[src/rtl/fifo_word_serializer.sv]
// Drains WIDTH-bit words from a shift-register FIFO and emits each one as
// WIDTH/OUT_WIDTH narrower beats on a valid/ready stream, back-to-back across words.
module fifo_word_serializer #(
  parameter int WIDTH     = 64,
  parameter int OUT_WIDTH = 8,
  parameter bit MSB_FIRST = 1'b1
) (
  input  logic                 clk,
  input  logic                 res_n,
  input  logic                 fifo_empty,
  input  logic [WIDTH-1:0]     fifo_data,
  output logic                 fifo_shift_out,
  output logic                 out_valid,
  input  logic                 out_ready,
  output logic [OUT_WIDTH-1:0] out_data,
  output logic                 out_last,
  output logic                 busy
);

  localparam int N     = WIDTH / OUT_WIDTH;
  localparam int CNT_W = (N > 1) ? $clog2(N) : 1;
  localparam logic [CNT_W-1:0] LAST_CNT = CNT_W'(N - 1);

  typedef enum logic {
    IDLE = 1'b0,
    SEND = 1'b1
  } state_t;

  state_t           state_q;
  logic [CNT_W-1:0] cnt_q;
  logic [WIDTH-1:0] sreg_q;
  logic [WIDTH-1:0] sreg_shifted;
  logic             accept;

  // Handshake: a beat transfers on a rising edge where out_valid && out_ready;
  // out_valid stays high and out_data/out_last stay stable until that happens.
  assign out_valid = (state_q == SEND);
  assign busy      = (state_q == SEND);
  assign out_last  = (state_q == SEND) && (cnt_q == LAST_CNT);
  assign accept    = out_valid && out_ready;

  // Pop whenever nothing is held, or the held word's final beat leaves this edge.
  assign fifo_shift_out = res_n && !fifo_empty &&
                          ((state_q == IDLE) || (accept && out_last));

  generate
    if (MSB_FIRST) begin : g_msb_first
      assign out_data     = sreg_q[WIDTH-1 -: OUT_WIDTH];
      assign sreg_shifted = sreg_q << OUT_WIDTH;
    end else begin : g_lsb_first
      assign out_data     = sreg_q[OUT_WIDTH-1:0];
      assign sreg_shifted = sreg_q >> OUT_WIDTH;
    end
  endgenerate

  always_ff @(posedge clk or negedge res_n) begin
    if (!res_n) begin
      state_q <= IDLE;
      cnt_q   <= '0;
      sreg_q  <= '0;
    end else if (fifo_shift_out) begin
      state_q <= SEND;
      cnt_q   <= '0;
      sreg_q  <= fifo_data;
    end else if (accept) begin
      if (out_last) begin
        state_q <= IDLE;
      end else begin
        cnt_q  <= cnt_q + CNT_W'(1);
        sreg_q <= sreg_shifted;
      end
    end
  end

endmodule

[config.mk]
export PLATFORM = sky130hd
export DESIGN_NAME = fifo_word_serializer
export DESIGN_NICKNAME = d
export VERILOG_FILES = /design/src/rtl/fifo_word_serializer.sv
export SDC_FILE = /design/constraint.sdc
export NUM_CORES = 1
export LEC_CHECK = 0
export CAP_MARGIN = 20
export CORE_UTILIZATION = 44
export CTS_CLUSTER_SIZE = 8
export DETAILED_ROUTE_END_ITERATION = 8
export GPL_ROUTABILITY_DRIVEN = 0
export PLACE_DENSITY = 0.76
export SYNTH_ARGS = -nofsm -noshare
export SYNTH_HDL_FRONTEND = slang
export SYNTH_SLANG_ARGS = --single-unit
[constraint.sdc]
create_clock -name clk -period 2.1 [get_ports clk]
set_clock_uncertainty 0.15 [all_clocks]
set_input_delay 0.42 -clock clk [delete_from_list [all_inputs] [get_ports clk]]
set_output_delay 0.42 -clock clk [all_outputs]
set_load 0.005 [all_outputs]
# --- Word level (Yosys, flattened, before mapping) ---
# Cells that the tools add are included.
word_totals:
  ff_bits: 68
  input_bits: 68
  wordCells: 27
  output_inout_bits: 12
classes:
  n_eq_ne: 2
  mux: 9
  bitwise: 1
  add_sub_neg: 1
  n_reduce_logical: 11
op_table:
  columns: ["cell", "n"]
  rows:
  - ["two-way mux 64 bit", 3]
  - ["two-way mux 3 bit", 3]
  - ["logical AND 1 bit", 5]
  - ["AND reduction 2 bit", 2]
  - ["nonzero test 2 bit", 2]
  - ["adder 3 x 1 -> 3 bit, second input constant", 1]
  - ["equality test 3 bit, second input constant", 1]
  - ["two-way mux 1 bit", 3]
  - ["!= test 2 bit, second input constant", 1]
  - ["logical NOT 1 bit", 1]
  - ["logical OR 1 bit", 1]
  - ["NOT 1 bit", 1]

# --- Longest topological paths before layout ---
depth:
  depth_word: 7
  mapped_depth: 7
  mapped_depth_nobuf: 5

# --- Worst setup path before layout ---
# OpenSTA, ideal clock, no wires.
synth_path:
  kind: "reg2reg"
  from: "register cnt_q[0]"
  to: "register sreg_q[56]"
  synth_period_minus_slack_ps: 1975
  stages_incl_launch_ff: 8
  required_time_ps: 1824
  setup_slack_ps: 125
  n_path_buf: 2
  t_arrival_ps: 1699
  setup_ps: 126
  path_cell_list: "dfrtp_1 ha_1 ha_1 a21bo_1 and2_4 buf_6 buf_6 a221o_1"
synth_via:
  elab_chain_cells: 7
  elab_cells_between_ends: 9
  classes_between: "2 x eq/ne; 1 x mux; 6 x reduce/logical"
synth_lines:
  columns: ["element", "line_no", "source"]
  rows:
  - ["start, declared", "30", "logic [CNT_W-1:0] cnt_q;"]
  - ["start signal, assigned", "69", "cnt_q <= cnt_q + CNT_W'(1);"]
  - ["equality test 3 bit *", "39", "assign out_last = (state_q == SEND) && (cnt_q == LAST_CNT);"]
  - ["logical AND 1 bit *", "39", null]
  - ["logical AND 1 bit", "44", "((state_q == IDLE) || (accept && out_last));"]
  - ["logical OR 1 bit", "44", null]
  - ["logical AND 1 bit", "43", "assign fifo_shift_out = res_n && !fifo_empty &&"]
  - ["!= test 2 bit (no source line) / nonzero test 2 bit (equally long branches)", null, null]
  - ["AND reduction 2 bit (no source line)", null, null]
  - ["end signal, assigned", "64", "sreg_q <= fifo_data;"]
  - ["end signal, assigned", "70", "sreg_q <= sreg_shifted;"]
  - ["end, declared", "31", "logic [WIDTH-1:0] sreg_q;"]
# Every way passes the cells marked *; elsewhere a longest branch is shown, timed or not.
# A chain may end at the register's enable or synchronous reset.

# --- Worst setup path in the final report ---
layout_path:
  from: "register cnt_q[1]"
  to: "output fifo_shift_out"
layout_via:
  elab_chain_cells: 5
layout_lines:
  columns: ["element", "line_no", "source"]
  rows:
  - ["equality test 3 bit", "39", null]
  - ["logical AND 1 bit", "39", null]
  - ["logical AND 1 bit", "44", null]
  - ["logical OR 1 bit", "44", null]
  - ["logical AND 1 bit", "43", null]
  - ["end, declared", "12", "output logic fifo_shift_out,"]
# Every way passes these cells.

==> metrics.yaml <==
status: "finished with violations"
violations: "DRC, setup timing"
min_path_type: "input port to asynchronous set/reset pin"
avgSynthCellArea_um2: 12.9
cp-end-kind: "primary output"
pin_count: 80
clock_latency_ps: 340
syn_area_um2: 3020
wl_um: 6650
fin_crit_sh_pct: 101
synth_async_sr_flop_share_pct: 100
synth_top_cell_by_area: "dfrtp_1"
cap_violations: 0
fin_hold_ws_ps: 114
worstSetupPathType: "flip-flop to primary output"
synth_cells: 235
crit_arrival_ps: 1550
tightest_slew_ps: 850
power_frac_clock_pct: 22.3
antenna_found_initial: 0
combPwrFrac_pct: 32.9
switchingPower_uw: 1220
ys_types: 18
setup_ws_ps: -23.4
grt_pass1_wl_um: 11100
finalPower_uw: 4200
yosys_warnings: 0
start_util_pct: 46.5
synth_edf_count: 0
ys_seq_elements: 68
cts_root_buffer: "clkbuf_8"
ant_nets: 0
slowest_stage: "dfrtp_1"
setup_violations: 1
crit_path_start_kind: "flip-flop"
synth.net_count: 305
maxSlewViolCount: 0
drive_above_1_share_pct: 12.9
coreArea_um2: 6490
firstDrtPassIters: 6
slew_headroom_pct: 43.4
p_leak_uw: 0.00190
cpLargestDelayFamily: "flip-flops"
fmax_mhz: 471
switching_share_pct: 29.0
grt_pass1_vias: 2327
syn_to_final_growth_pct: 36.7
grt_max_degree: 69
p_int_uw: 2980
cts_buffer_depth: 2
seq_power_share_pct: 44.8
num_antenna_cells: 0
finalHoldViolations: 0
std_cell_rows: 29
clk_pin_slew_ps: 70
vias: 2230
viasPerCell: 5.63
critPathBufInv: 1
hold_buffers: 0
grt_overflow: 0
synth_area_leaders: "dfrtp_1 (56%), a221o_1 (19%), and2_1 (12%), a22o_1 (3.5%), buf_4 (2.2%)"
yosysSeqAreaShare_pct: 56.3
rsz0062_at_grt: "yes"
slowest_delay_ps: 390
cts_sinks: 68
ys.flop_type: "dfrtp_1"
cts_buffers: 9
drtIter0Drc: 105
crit_chain: "ha_2 -> ha_4 -> a21bo_1 -> and2_4 -> buf_6"
fin_crit_ps: 2120
crit_fanout: 2
portBuffers: 79
die_h_um: 84.9
cts_max_level: 3
required_ps: 1530
die_x_um: 84.9
layout.nets: 384
dpl.hpwl_um: 4220
grtUsageTotal_pct: 19.8
wire_per_inst_um: 16.8
cts_tree: "built"
vdd_drop_max_mv: 0.382
yosysTopAreaCellShare_pct: 56.3
die_area_um2: 7210
drc: 7
power_density_nw_per_um2: 1020
[what timing repair did]
item	CTS	global route
gates resized for setup	14	5
endpoints found under the setup margin	2	47
pin swaps	2	0
setup buffers	3	1
gates cloned	0	1
[registers in the layout, summed over array words and instances, names as in the netlist]
signal and cells:
busy 1, cnt_q 3, sreg_q 64
[metal layers]
metal | GRT usage (%) | vias up | wire length, µm
met5 | 0 | - | 0
met1 | 26.7 | 1101 | 3110
met2 | 30.0 | 69 | 3000
met4 | 7.40 | 0 | 101
met3 | 6.23 | 12 | 440
li1 | - | 1048 | -
[per-stage QoR]
step	setup WS, ps	TNS [ps]	area [µm²]	util, %	instances
final	-23.4	-23.4	4130	63.6	396
after global routing	-75.0	-477	4130	63.6	396
after CTS	-41.5	-41.5	4080	62.8	394
after detailed placement	-234	-2650	3870	59.5	375
after global placement	-213	-1370	3870	59.5	375
after floorplan	125	0	3020	-	235
[power by group through the flow]
stage | Sequential [µW] | Combinational (µW) | Clock (µW)
finish | 1880 | 1380 | 934
floorplan | 1840 | 856 | 0
detailed placement | 1900 | 1310 | 0
CTS | 1880 | 1360 | 965
global route | 1930 | 1510 | 1020
global placement | 1890 | 1280 | 0
[cell usage in the layout (no fill, tap or decap), drive strengths merged]
master	n
nor2b	3
and3b	1
ha	2
a221o	56
clkbuf	13
dfrtp	68
o2bb2ai	1
nand2b	1
clkinvlp	2
buf	20
and2	58
nor2	1
mux2	1
clkdlybuf4s50	76
inv	1
clkinv	2
a21bo	1
a22o	12
[cell type report]
| cell class | count | area (µm²) |
|---|---|---|
| Multi-Input combinational cell | 137 | 1160 |
| Tap cell | 77 | 96.3 |
| Timing Repair Buffer | 97 | 1000 |
| Clock inverter | 4 | 25.0 |
| Clock buffer | 12 | 145 |
| Inverter | 1 | 3.75 |
| Fill cell | 501 | 2360 |
| Sequential cell | 68 | 1700 |
[worst reg2reg max path, delay by kind of cell, from the launching register on]
kind	cells	cell delay [ps]
AOI/OAI and AO/OA	2	520
adders and majority gates	2	360
buffers and inverters	2	360
DFF	1	390
and+or+nand+nor	1	180
[synthesized netlist by cell type, types with 2 or more instances]
cell / number
a22o_1: 12
buf_4: 9
buf_2: 5
ha_1: 2
nor2b_1: 3
buf_6: 6
a221o_1: 56
clkbuf_1: 9
dfrtp_1: 68
and2_1: 57
[final timing paths]
check / depth (start not counted) / end / start / slack (ps)
max: 5 / fifo_shift_out / cnt_q[1] / -20
min: 2 / sreg_q[63] / res_n / 110
max reg2reg: 7 / sreg_q[49] / cnt_q[1] / 30
min reg2reg: 1 / sreg_q[1] / sreg_q[1] / 340
max in group asynchronous: 2 / sreg_q[16] / res_n / 1120
min in group clk: 1 / sreg_q[1] / sreg_q[1] / 340
[kinds of logic after synthesis]
logic type / after synthesis / synth area share, %
adder cells (fa/ha/maj): 2 / 0.828
buffers and inverters: 30 / 6.54
AO/OA/AOI/OAI: 70 / 22.6
flip-flops: 68 / 56.3
AND/OR/NAND/NOR: 64 / 13.3
multiplexers: 1 / 0.372
No activity file was read; power rests on OpenSTA's default activity.
